<file path="src/rtl/median_pkg.sv">
// Shared types and constants for the 3x3 rank filter.
// Mode encoding, default pixel width and window index helpers.
package median_pkg;

    typedef enum logic [1:0] {
        MODE_MED = 2'd0,
        MODE_MIN = 2'd1,
        MODE_MAX = 2'd2
    } rank_mode_t;

    localparam int DEF_DATA_W = 8;

    localparam int NUM_ROWS = 3;
    localparam int ROW_LEN  = 3;
    localparam int NUM_PIX  = NUM_ROWS * ROW_LEN;

    localparam int COL_L = 0;
    localparam int COL_M = 1;
    localparam int COL_H = 2;

    function automatic int pix_idx(input int row, input int col);
        return row * ROW_LEN + col;
    endfunction

endpackage

</file>
<file path="src/rtl/sort3_cell.sv">
// Combinational 3-input compare-swap sorter (unsigned).
// Three compare-swaps produce lo <= mid <= hi.
module sort3_cell #(
    parameter int DATA_W = 8
) (
    input  logic [DATA_W-1:0] a,
    input  logic [DATA_W-1:0] b,
    input  logic [DATA_W-1:0] c,
    output logic [DATA_W-1:0] lo,
    output logic [DATA_W-1:0] mid,
    output logic [DATA_W-1:0] hi
);

    logic [DATA_W-1:0] x_lo;
    logic [DATA_W-1:0] x_hi;
    logic [DATA_W-1:0] y_lo;

    // order a/b, push the larger against c, then order the two smalls
    always_comb begin
        x_lo = (a < b) ? a : b;
        x_hi = (a < b) ? b : a;
        y_lo = (x_hi < c) ? x_hi : c;
        hi   = (x_hi < c) ? c : x_hi;
        lo   = (x_lo < y_lo) ? x_lo : y_lo;
        mid  = (x_lo < y_lo) ? y_lo : x_lo;
    end

endmodule

</file>
<file path="src/rtl/median3x3_stream.sv">
// Pipelined 3x3 rank filter with valid/ready and sideband tag.
// Define MEDIAN3X3_MINMAX_EN to build the per-window min/max modes.
module median3x3_stream
    import median_pkg::*;
#(
    parameter int DATA_W = DEF_DATA_W,
    parameter int TAG_W  = 1
) (
    input  logic                    clk,
    input  logic                    rst,
    input  logic                    in_valid,
    output logic                    in_ready,
    input  logic [9*DATA_W-1:0]     in_pix,
    input  logic [1:0]              in_mode,
    input  logic [TAG_W-1:0]        in_tag,
    output logic                    out_valid,
    input  logic                    out_ready,
    output logic [DATA_W-1:0]       out_pix,
    output logic [TAG_W-1:0]        out_tag
);

    typedef logic [DATA_W-1:0] pix_t;

    logic advance;

    assign advance  = ~out_valid | out_ready;
    assign in_ready = advance;

    pix_t win [NUM_PIX];

    for (genvar k = 0; k < NUM_PIX; k++) begin : g_unpack
        assign win[k] = in_pix[k*DATA_W +: DATA_W];
    end

    pix_t r_lo  [NUM_ROWS];
    pix_t r_mid [NUM_ROWS];
    pix_t r_hi  [NUM_ROWS];

    for (genvar r = 0; r < NUM_ROWS; r++) begin : g_row
        sort3_cell #(.DATA_W(DATA_W)) u_row (
            .a   (win[pix_idx(r, COL_L)]),
            .b   (win[pix_idx(r, COL_M)]),
            .c   (win[pix_idx(r, COL_H)]),
            .lo  (r_lo[r]),
            .mid (r_mid[r]),
            .hi  (r_hi[r])
        );
    end

    logic             s1_valid;
    pix_t             s1_lo  [NUM_ROWS];
    pix_t             s1_mid [NUM_ROWS];
    pix_t             s1_hi  [NUM_ROWS];
    logic [TAG_W-1:0] s1_tag;

    // S1: capture row-sorted pixels with tag and valid
    always_ff @(posedge clk) begin
        if (rst) begin
            s1_valid <= 1'b0;
            s1_tag   <= '0;
            for (int i = 0; i < NUM_ROWS; i++) begin
                s1_lo[i]  <= '0;
                s1_mid[i] <= '0;
                s1_hi[i]  <= '0;
            end
        end else if (advance) begin
            s1_valid <= in_valid;
            s1_tag   <= in_tag;
            for (int i = 0; i < NUM_ROWS; i++) begin
                s1_lo[i]  <= r_lo[i];
                s1_mid[i] <= r_mid[i];
                s1_hi[i]  <= r_hi[i];
            end
        end
    end

    pix_t lo_lo, lo_mid, lo_hi;
    pix_t mid_lo, mid_mid, mid_hi;
    pix_t hi_lo, hi_mid, hi_hi;

    sort3_cell #(.DATA_W(DATA_W)) u_col_lo (
        .a   (s1_lo[0]),
        .b   (s1_lo[1]),
        .c   (s1_lo[2]),
        .lo  (lo_lo),
        .mid (lo_mid),
        .hi  (lo_hi)
    );

    sort3_cell #(.DATA_W(DATA_W)) u_col_mid (
        .a   (s1_mid[0]),
        .b   (s1_mid[1]),
        .c   (s1_mid[2]),
        .lo  (mid_lo),
        .mid (mid_mid),
        .hi  (mid_hi)
    );

    sort3_cell #(.DATA_W(DATA_W)) u_col_hi (
        .a   (s1_hi[0]),
        .b   (s1_hi[1]),
        .c   (s1_hi[2]),
        .lo  (hi_lo),
        .mid (hi_mid),
        .hi  (hi_hi)
    );

    logic             s2_valid;
    pix_t             s2_maxlo;
    pix_t             s2_medmid;
    pix_t             s2_minhi;
    logic [TAG_W-1:0] s2_tag;

    // S2: keep the three median candidates with tag and valid
    always_ff @(posedge clk) begin
        if (rst) begin
            s2_valid  <= 1'b0;
            s2_maxlo  <= '0;
            s2_medmid <= '0;
            s2_minhi  <= '0;
            s2_tag    <= '0;
        end else if (advance) begin
            s2_valid  <= s1_valid;
            s2_maxlo  <= lo_hi;
            s2_medmid <= mid_mid;
            s2_minhi  <= hi_lo;
            s2_tag    <= s1_tag;
        end
    end

    pix_t cs_lo, cs_hi, cs_hmin, med_res, res;

    // median of the three candidates via two compare-swaps
    always_comb begin
        cs_lo   = (s2_maxlo < s2_medmid) ? s2_maxlo : s2_medmid;
        cs_hi   = (s2_maxlo < s2_medmid) ? s2_medmid : s2_maxlo;
        cs_hmin = (cs_hi < s2_minhi) ? cs_hi : s2_minhi;
        med_res = (cs_lo < cs_hmin) ? cs_hmin : cs_lo;
    end

`ifdef MEDIAN3X3_MINMAX_EN
    logic [1:0] s1_mode;
    logic [1:0] s2_mode;
    pix_t       s2_gmin;
    pix_t       s2_gmax;
    logic       unused_bits;

    assign unused_bits = ^{lo_mid, mid_lo, mid_hi, hi_mid};

    // mode rides alongside the data through S1 and S2
    always_ff @(posedge clk) begin
        if (rst) begin
            s1_mode <= MODE_MED;
            s2_mode <= MODE_MED;
            s2_gmin <= '0;
            s2_gmax <= '0;
        end else if (advance) begin
            s1_mode <= in_mode;
            s2_mode <= s1_mode;
            s2_gmin <= lo_lo;
            s2_gmax <= hi_hi;
        end
    end

    // pick the rank requested for this window
    always_comb begin
        res = med_res;
        case (s2_mode)
            MODE_MIN: res = s2_gmin;
            MODE_MAX: res = s2_gmax;
            default:  res = med_res;
        endcase
    end
`else
    logic unused_bits;

    assign unused_bits = ^{lo_lo, lo_mid, mid_lo, mid_hi,
                           hi_mid, hi_hi, in_mode};

    // median only in this build
    always_comb begin
        res = med_res;
    end
`endif

    // S3: registered result, held while downstream stalls
    always_ff @(posedge clk) begin
        if (rst) begin
            out_valid <= 1'b0;
            out_pix   <= '0;
            out_tag   <= '0;
        end else if (advance) begin
            out_valid <= s2_valid;
            out_pix   <= res;
            out_tag   <= s2_tag;
        end
    end

endmodule

</file>
<file path="config.mk">
export PLATFORM = sky130hd
export DESIGN_NAME = median3x3_stream
export DESIGN_NICKNAME = d
export VERILOG_FILES = /design/src/rtl/median_pkg.sv /design/src/rtl/sort3_cell.sv /design/src/rtl/median3x3_stream.sv
export SDC_FILE = /design/constraint.sdc
export NUM_CORES = 1
export LEC_CHECK = 0
export CAP_MARGIN = 20
export CELL_PAD_IN_SITES_DETAIL_PLACEMENT = 0
export CELL_PAD_IN_SITES_GLOBAL_PLACEMENT = 1
export CORE_MARGIN = 5
export CORE_UTILIZATION = 40
export DETAILED_ROUTE_END_ITERATION = 8
export PLACE_DENSITY_LB_ADDON = 0.08
export SLEW_MARGIN = 30
export SYNTH_ARGS = -nofsm -noshare
export SYNTH_HDL_FRONTEND = slang
export SYNTH_SLANG_ARGS = --single-unit
</file>
<file path="constraint.sdc">
create_clock -name clk -period 10.41 [get_ports clk]
set_clock_uncertainty 0.2 [all_clocks]
set_input_delay 1.041 -clock clk [delete_from_list [all_inputs] [get_ports clk]]
set_output_delay 1.041 -clock clk [all_outputs]
set_load 0.01 [all_outputs]
</file>
== Yosys cells after proc, flatten, opt, wreduce, memory -nomap -nowiden ==
Memories as Yosys holds them, arrays and structs flattened.
Index checks and enable logic that the tools add are counted.

* Logic and storage cells: 90
* Bits in read-only memories: 0
* Output and inout bits: 11
* Bits in latches: 0
* Memory bits (writable): 72
* Flip-flop bits (word level): 38
* Bits of input ports: 79
* Memories: 3

* Multipliers: 0
* Shift operators: 0
* $add $sub $neg: 0
* $lt $le $gt $ge: 20
* Multiplexer cells: 46
* Reductions and logical operators: 0
* Divide/modulo/power cells: 0
* Eq/ne operators: 0
* Bitwise operators: 11

{| class="wikitable"
|+ Memories
! memory !! words !! width !! rd ports !! clocked after memory_dff !! write ports !! line !! source
|-
| s1_hi || 3 || 8 || 3 || 0 || 3 || median3x3_stream.sv:53 || <nowiki>pix_t s1_hi [NUM_ROWS];</nowiki>
|-
| s1_lo || 3 || 8 || 3 || 0 || 3 || median3x3_stream.sv:51 || <nowiki>pix_t s1_lo [NUM_ROWS];</nowiki>
|-
| s1_mid || 3 || 8 || 3 || 0 || 3 || median3x3_stream.sv:52 || <nowiki>pix_t s1_mid [NUM_ROWS];</nowiki>
|}

{| class="wikitable"
|+ Operator list
! operator !! count
|-
| $mux 8 || 41
|-
| $lt 8x8->1 || 20
|-
| $or 1x1->1 || 10
|-
| $mux 1 || 5
|-
| $not 1->1 || 1
|}

== Longest topological paths before layout ==
Gate-level depths: netlist (run 1).

* Word-level depth: 7
* Mapped depth: 28
* Mapped depth without buffers: 25

== By module ==
A second synthesis (run 1) with hierarchy kept.

* Cell total of the unflattened synthesis: 1266
* Area, all modules: 11915.2 sq um

{| class="wikitable"
|+ By module, submodules not included
! module !! cells each !! area each (sq um) !! sequential area each (sq um) !! times used
|-
| sort3_cell (g_row[0].u_row ...) || 139 || 1158.6 || 0.0 || 5
|-
| median3x3_stream || 432 || 4958.5 || 2922.8 || 1
|-
| sort3_cell (u_col_mid) || 139 || 1163.6 || 0.0 || 1
|}

== Worst setup path before layout (run 1) ==
Ideal clock, no wire load.

* Path type: input -> register
* From: input port in_pix[58]
* To: memory s1_mid[0][17] in the netlist's numbering, data pin
* Setup time: 0.270 ns
* Path slack: 3.948 ns
* Data arrival time: 5.992 ns
* Data required time: 9.940 ns
* Stages: 27
* Path buffers: 5
* Cells stage by stage: inv_1 -> ha_1 -> a21oi_1 -> o21ai_1 -> a311oi_1 -> nand2_1 -> a21oi_2 -> buf_4 -> mux2_2 -> ha_1 -> a21oi_1 -> o21ai_0 -> a211oi_1 -> o31a_1 -> buf_2 -> buf_4 -> mux2i_1 -> ha_1 -> a21o_1 -> a211o_1 -> a211oi_1 -> a211o_1 -> nand2_1 -> clkbuf_1 -> clkbuf_1 -> nand2_1 -> a21oi_1

{| class="wikitable"
|+ RTL lines
! element !! line !! source
|-
| from (decl) || median3x3_stream.sv:13 || <nowiki>input logic [9*DATA_W-1:0] in_pix,</nowiki>
|-
| to (decl) || median3x3_stream.sv:52 ||
|}

==> results of run 1 <==
==> metal layers <==
layer  global-route usage  wire length, um  vias up
met1                0.276            13500     3828
met4               0.0406              397        0
met5                    0                0        -
met2                0.313            12500      152
met3               0.0312             1110       25
li1                     -                -     4385
==> flip-flops by register name, summed over array words and instances (netlist names) <==
name       flops
s1_valid       1
out_valid      1
s2_tag         1
out_pix        8
s2_medmid      8
s2_valid       1
out_tag        1
s1_tag         1
s1_hi         24
s1_mid        24
s2_minhi       8
s2_maxlo       8
s1_lo         24
==> power by group <==
part | switching [mW] | total [mW] | internal, mW | leakage (nW)
Combinational | 1.09 | 1.87 | 0.785 | 3.79
Sequential | 0.0862 | 0.678 | 0.592 | 1.14
Clock | 0.163 | 0.374 | 0.211 | 0.149
==> synth_stat cells, drive strengths merged, types with 2 or more instances <==
master and n:
a311oi 2, inv 114, a211o 9, nor4 2, o21bai 2, o31ai 2, o22ai 5, and2 17
o211a 2, or2 7, o311ai 6, o31a 2, or3 8, and4 4, o32ai 7, dfxtp 38
nand3 24, buf 12, o41a 2, edfxtp 72, nor3 5, o211ai 8, nand2 117, a21o 24
nand2b 13, nor2b 11, and3 3, nand3b 10, o21ai 108, mux2 64, nand4 11, a31oi 6
a21oi 81, a211oi 39, nor3b 2, mux2i 50, clkbuf 39, ha 140, o221ai 9, o21a 3
nor2 71
==> critical path, cell delays in order <==
cell	delay, ns
clkdlybuf4s50_1	0.49
inv_1	0.06
ha_1	0.28
and3_1	0.18
a311oi_1	0.43
nand2_1	0.21
a21oi_4	0.51
mux2_2	0.44
ha_1	0.30
a21o_1	0.16
a21o_1	0.18
a211oi_1	0.40
o31a_1	0.20
buf_4	0.27
mux2i_1	0.35
ha_1	0.31
a21o_1	0.18
a211o_1	0.31
a31oi_1	0.24
nor3_1	0.09
o21ai_0	0.08
nand2_1	0.51
or2_2	0.50
a21oi_1	0.14
==> cell families after synthesis <==
family	count (synthesis)
and+or+nand+nor	309
AOI/OAI and AO/OA	328
DFF	110
buffers and inverters	166
muxes	114
adders and majority gates	140
==> worst max path at each step <==
stage                     depth (start not counted)       start       endpoint  slack (ns)
after floorplan                                  27  in_pix[58]  s1_mid[0][17]        3.95
after global placement                           25  in_pix[58]  s1_mid[0][19]        2.15
after detailed placement                         24  in_pix[61]  s1_mid[0][19]        2.03
after CTS                                        24  in_pix[61]  s1_mid[0][19]        2.39
after global routing                             25  in_pix[61]  s1_mid[0][17]        1.89
final                                            24  in_pix[61]  s1_mid[0][18]        2.52
==> per-stage QoR <==
step	worst slack, ns	utilization	hold slack (ns)
6_report	2.52	0.464	0.248
5_1_grt	1.89	0.464	0.274
4_1_cts	2.39	0.464	0.253
3_5_place_dp	2.03	0.451	0.246
3_3_place_gp	2.15	0.451	0.240
2_1_floorplan	3.95	-	0.232
==> layout make-up <==
class | instances | area [um^2] | area share
clock buffers | 10 | 229 | 0.0196
multi-input cells | 891 | 6640 | 0.569
inverters | 115 | 432 | 0.0370
flip-flops and latches | 110 | 2920 | 0.251
well taps | 330 | 413 | 0.0354
clock inverters | 6 | 86.3 | 0.00740
repair buffers | 96 | 938 | 0.0805
==> key figures, run 1 <==
Run status
  – Status: finished clean

Clocking
  – CTS tree: done
  – Setup bufs post-CTS: 0
  – Insertion delay to the later sink of the worst-skew pair: 0.36 ns
  – Clock transition at path regs: roughly 0.080 ns
  – Cts-stage hold buffer count: 0
  – H-tree depth: 3
  – Clock root cell: clkbuf_16
  – Clock Sinks: 110
  – CTS Buf Count: 9
  – Maximum clock insertion buffer count: 2
  – CTS resizes: 0

Worst setup path
  – FF-to-FF Start: s1_mid[0][12]
  – CP arrival: 7.89 ns
  – Worst setup path class: in -> reg
  – Worst Setup Start Kind: input pin
  – R2r worst-path depth: 21
  – FF-to-FF End: s2_medmid[0]
  – Critical path required time: 10.41 ns
  – Worst Path Max Fanout: 30
  – R2R Setup Slk: 4.18 ns
  – Critical Path End Type: flip-flop

Power and ir drop
  – VDD IR max: about 0.18 mV
  – Power Density: between 200 and 300 nW/um^2
  – Tot Pwr: between 2 and 3 mW
  – Leakage: 5.08 nW

GRT
  – Global-route wire length before repair: 44.4 mm
  – Vias in the first global route: slightly above 8000
  – Largest net degree at the start of global routing: 67
  – Initial antenna violation count: 0
  – Gr ovfl total: 0
  – GRT Util Overall: 0.194

Synthesis
  – Area leader, netlist: edfxtp_1
  – Register bit total from synthesis: 110
  – Cells after Synth: about 1200
  – YS warnings: 0
  – Main combinational cell family by area after synthesis: compound AO/OA/AOI/OAI gates
  – Synth Area in XOR/XNOR: 0
  – Syn Nets: 1386
  – Post-Syn Area: about 10000 um^2
  – Share of the synthesized area in the top cell type: 0.212
  – Synth top area cells: edfxtp_1 21%, ha_1 17%, dfxtp_1 7.5%, mux2_2 5.5%, mux2i_1 4.9%
  – Simple-Gate Fraction of Synth Area: 0.145
  – Synth Area in Compound Gates: 0.209
  – Synth unique cells: 77
  – Synth async-reset ratio: 0
  – Mux share of post-synthesis cell area: 0.123
  – Sequential area share after synthesis: 0.287
  – Number of synthesized flops with an enable pin: 72
  – Post-synthesis adder-cell area fraction: 0.172
  – Top_reg_cell synth: edfxtp_1
  – Syn_area_per_cell: 8.73 um^2

Place
  – Cell Area, Placed: ~11000 um^2
  – HPWL Detailed: between 20 and 25 mm
  – IO Port Bufs: 87
  – Placed Instances: 1542
  – Gpl congestion: between 0.8 and 0.9

Detailed routing
  – Antenna-violating nets left: 0
  – Number of DRC markers in iteration 0: a little under 400
  – Vias per inst: 5.39
  – Final WL: 27.5 mm
  – Avg WL per Cell: 17.7 um
  – TritonRoute pass-1 iters: 4
  – DRC viols: 0
  – Vias: 8390

Cells and area
  – Layout net count: 1442
  – Layout cells sized above 1: 0.0855
  – Most frequent cells in the layout: 140 x ha_1, 117 x nand2_1, 112 x inv_1
  – Diodes inserted: 0
  – Number of fill cells in the layout: approximately 2500
  – Final cell count without fillers: between 1500 and 2000
  – Area grow syn2layout: 14.5%
  – Most common cell after layout, fill and taps aside: ha_1
  – Design area: 11700 um^2

STA
  – Setup TNS: 0 ns
  – Min Tclk post-route: slightly below 8 ns
  – Worst Tran Pin Value: ~0.9 ns
  – RSZ-0062 raised after global routing: false
  – Max Slew Vio Count: 0
  – Final Hold Vio Count: 0
  – Fmax: 0.127 GHz
  – Slew HR: 0.391
  – Tcrit/Tclk final: 0.758
  – Final setup vio count: 0

Die
  – Die height: approximately 170 um
  – Boundary pin count: 90
  – Initial Util: 0.406
  – Full die area: about 29000 um^2
  – Row cnt: slightly below 60
  – Die X: 170 um
  – Core area: ~25000 um^2

Worst hold path
  – Worst hold path class: reg -> reg
  – Worst hold endpoint: out_tag
  – Hold depth: 2
  – Hold path start: s2_tag

Flow run
  – Max-cap violations: 0
No activity file was read; power rests on OpenSTA's default activity.
==> run 2, diff against run 1 <==
Clock period 10.41 ns to 7.25 ns, I/O delays scaled along.
==> run 2 against run 1 <==
Core utilization up 0.51 points; worst hold slack better by 0.0040 ns; setup slack got worse by 2.0 ns; combinational power is 46% higher; critical path depth up 2; global-route usage shrank 0.27 points; count of clock-buffer cells in the layout up 1; register-to-register slack got worse by 3.2 ns; power is 43% higher; non-clock buffer count rose by 21; sequential share of layout area fell by 0.27 points; clock power is 27% higher; critical endpoint is now s1_mid[0][16]; largest cell class unchanged; largest power group unchanged.
==> key figures, run 2 (same netlist as run 1, synthesis figures left out) <==
Run status
  – Status: finished clean

Power and ir drop
  – VDD IR max: 0.279 mV (+55%)
  – NetSw: 1.92 mW (+44%)
  – Leakage: 5.18 nW (+1.9%)
  – Power Density: 355 nW/um^2 (+42%)
  – Clock Power Share: 0.114 (-0.014)
  – Int Pwr: 2.26 mW (+43%)
  – Tot Pwr: 4.19 mW (+43%)
  – Gate power share: 0.653 (+0.013)
  – Register share of total power: 0.233 (about the same)
  – Sw Ratio: 0.459 (+0.00193)

Die
  – Die X: 170 um (unchanged)
  – Row cnt: 58 (unchanged)
  – Boundary pin count: 90 (unchanged)
  – Initial Util: 0.406 (unchanged)
  – Core area: 25100 um^2 (unchanged)
  – Die height: 170 um (unchanged)
  – Full die area: 28800 um^2 (unchanged)

Clocking
  – CTS resizes: 0 (unchanged)
  – CTS Buf Count: 9 (unchanged)
  – CTS tree: done
  – Cts-stage hold buffer count: 0 (unchanged)
  – Clock root cell: clkbuf_16
  – H-tree depth: 3 (unchanged)
  – Clock transition at path regs: 0.08 ns (about the same)
  – Clock Sinks: 110 (unchanged)
  – Insertion delay to the later sink of the worst-skew pair: 0.35 ns (about the same)
  – Maximum clock insertion buffer count: 2 (unchanged)
  – Setup bufs post-CTS: 0 (unchanged)

STA
  – Final Hold Vio Count: 0 (unchanged)
  – Worst Tran Pin Value: 0.869 ns (-0.0442 ns)
  – Final setup vio count: 0 (unchanged)
  – RSZ-0062 raised after global routing: false
  – Fmax: roughly 0.15 GHz
  – Setup TNS: 0 ns (unchanged)
  – Min Tclk post-route: around 6.7 ns
  – Slew HR: 0.418 (+0.0274)
  – Max Slew Vio Count: 0 (unchanged)
  – Worst setup margin: 0.506 ns (-2.02 ns)
  – Hold_ws: 0.252 ns (+0.00399 ns)
  – Tcrit/Tclk final: 0.930

Worst setup path
  – Worst setup path class: in -> reg
  – Largest stage delay on the critical path: 0.47 ns (-0.04 ns)
  – Worst Setup Start Kind: input pin
  – Critical Path End Type: flip-flop
  – Critical path required time: 7.15 ns (-3.26 ns)
  – CP arrival: 6.64 ns (-1.25 ns)
  – Worst Path Max Fanout: 30 (unchanged)
  – Highest-delay cell along the critical path: clkdlybuf4s50_1

Detailed routing
  – DRC viols: 0 (unchanged)
  – Vias: 8532 (+1.7%)
  – TritonRoute pass-1 iters: 5 (+1)
  – Number of DRC markers in iteration 0: 489 (+23%)
  – Final WL: 27.3 mm (-0.79%)
  – Vias per inst: 5.40 (+0.34%)
  – Avg WL per Cell: 17.3 um (-2.1%)
  – Antenna-violating nets left: 0 (unchanged)

Cells and area
  – Number of fill cells in the layout: 2520 (+1.2%)
  – Final core utilization: 0.470 (+0.00508)
  – Final cell count without fillers: 1579 (+1.3%)
  – Layout net count: 1463 (+1.5%)
  – Most common cell after layout, fill and taps aside: ha_1
  – Largest regs: s1_hi x24, s1_lo x24, s1_mid x24
  – Most frequent cells in the layout: 140 x ha_1, 117 x nand2_1, 112 x inv_1
  – Layout cells sized above 1: 0.100 (+0.0146)
  – Design area: 11800 um^2 (+1.1%)
  – Diodes inserted: 0 (unchanged)
  – Area grow syn2layout: 15.7%

Place
  – Cell Area, Placed: 11500 um^2 (+1.4%)
  – Gpl congestion: 0.902 (+5.9%)
  – IO Port Bufs: 87 (unchanged)
  – Place WS: 0.169 ns (-1.86 ns)
  – Placed Instances: 1562 (+1.3%)
  – HPWL Detailed: 22.6 mm (+1.6%)

GRT
  – Vias in the first global route: 8160 (-0.98%)
  – Largest net degree at the start of global routing: 50 (-25%)
  – GRT Util Overall: 0.191 (-0.00272)
  – Global-route wire length before repair: 43.9 mm (-1.1%)
  – Gr ovfl total: 0 (unchanged)
  – Initial antenna violation count: 1 (+1)

Worst hold path
  – Worst hold path class: reg -> reg

Flow run
  – Max-cap violations: 0 (unchanged)
[run 2: final timing paths]
check | cells past startpoint | from | end | slack (ns)
max reg2reg | 22 | s2_medmid[6] | out_pix[4] | 1.01
max | 26 | in_pix[58] | s1_mid[0][16] | 0.51
min | 2 | out_tag | out_tag | 0.25
min reg2reg | 2 | out_tag | out_tag | 0.25
[run 2: critical path, delay by kind of cell]
family | cells | cell delay (ns)
buf+inv | 5 | 1.20
fa+ha+maj | 3 | 0.81
compound gates | 12 | 2.27
simple gates | 3 | 0.43
mux | 3 | 1.19
[run 2: final cells by class]
type	count	area, um^2	area share
clock inverters	5	43.8	0.00371
clock buffers	11	243	0.0206
flip-flops and latches	110	2920	0.248
multi-input cells	891	6630	0.562
repair buffers	117	1110	0.0940
well taps	330	413	0.0350
inverters	115	432	0.0366
[run 2: layer usage]
| layer | vias up | global-route usage | wire, um |
|---|---|---|---|
| li1 | 4425 | - | - |
| met5 | - | 0 | 0 |
| met3 | 21 | 0.0205 | 887 |
| met4 | 0 | 0.0431 | 393 |
| met1 | 3914 | 0.273 | 13500 |
| met2 | 172 | 0.313 | 12500 |
[run 2: power groups by stage]
stage	clock (mW)	sequential (mW)	combinational (mW)
floorplan	0	0.924	2.11
global placement	0	0.988	2.70
detailed placement	0	0.989	2.73
CTS	0.493	0.977	2.75
global route	0.517	0.993	3.14
finish	0.476	0.975	2.73
==> run 3, diff against run 2 <==
Settings changed: SLEW_MARGIN 30 to 20.
==> results of run 3 <==
Final layout, timing and power as in run 2 (identical DEF).
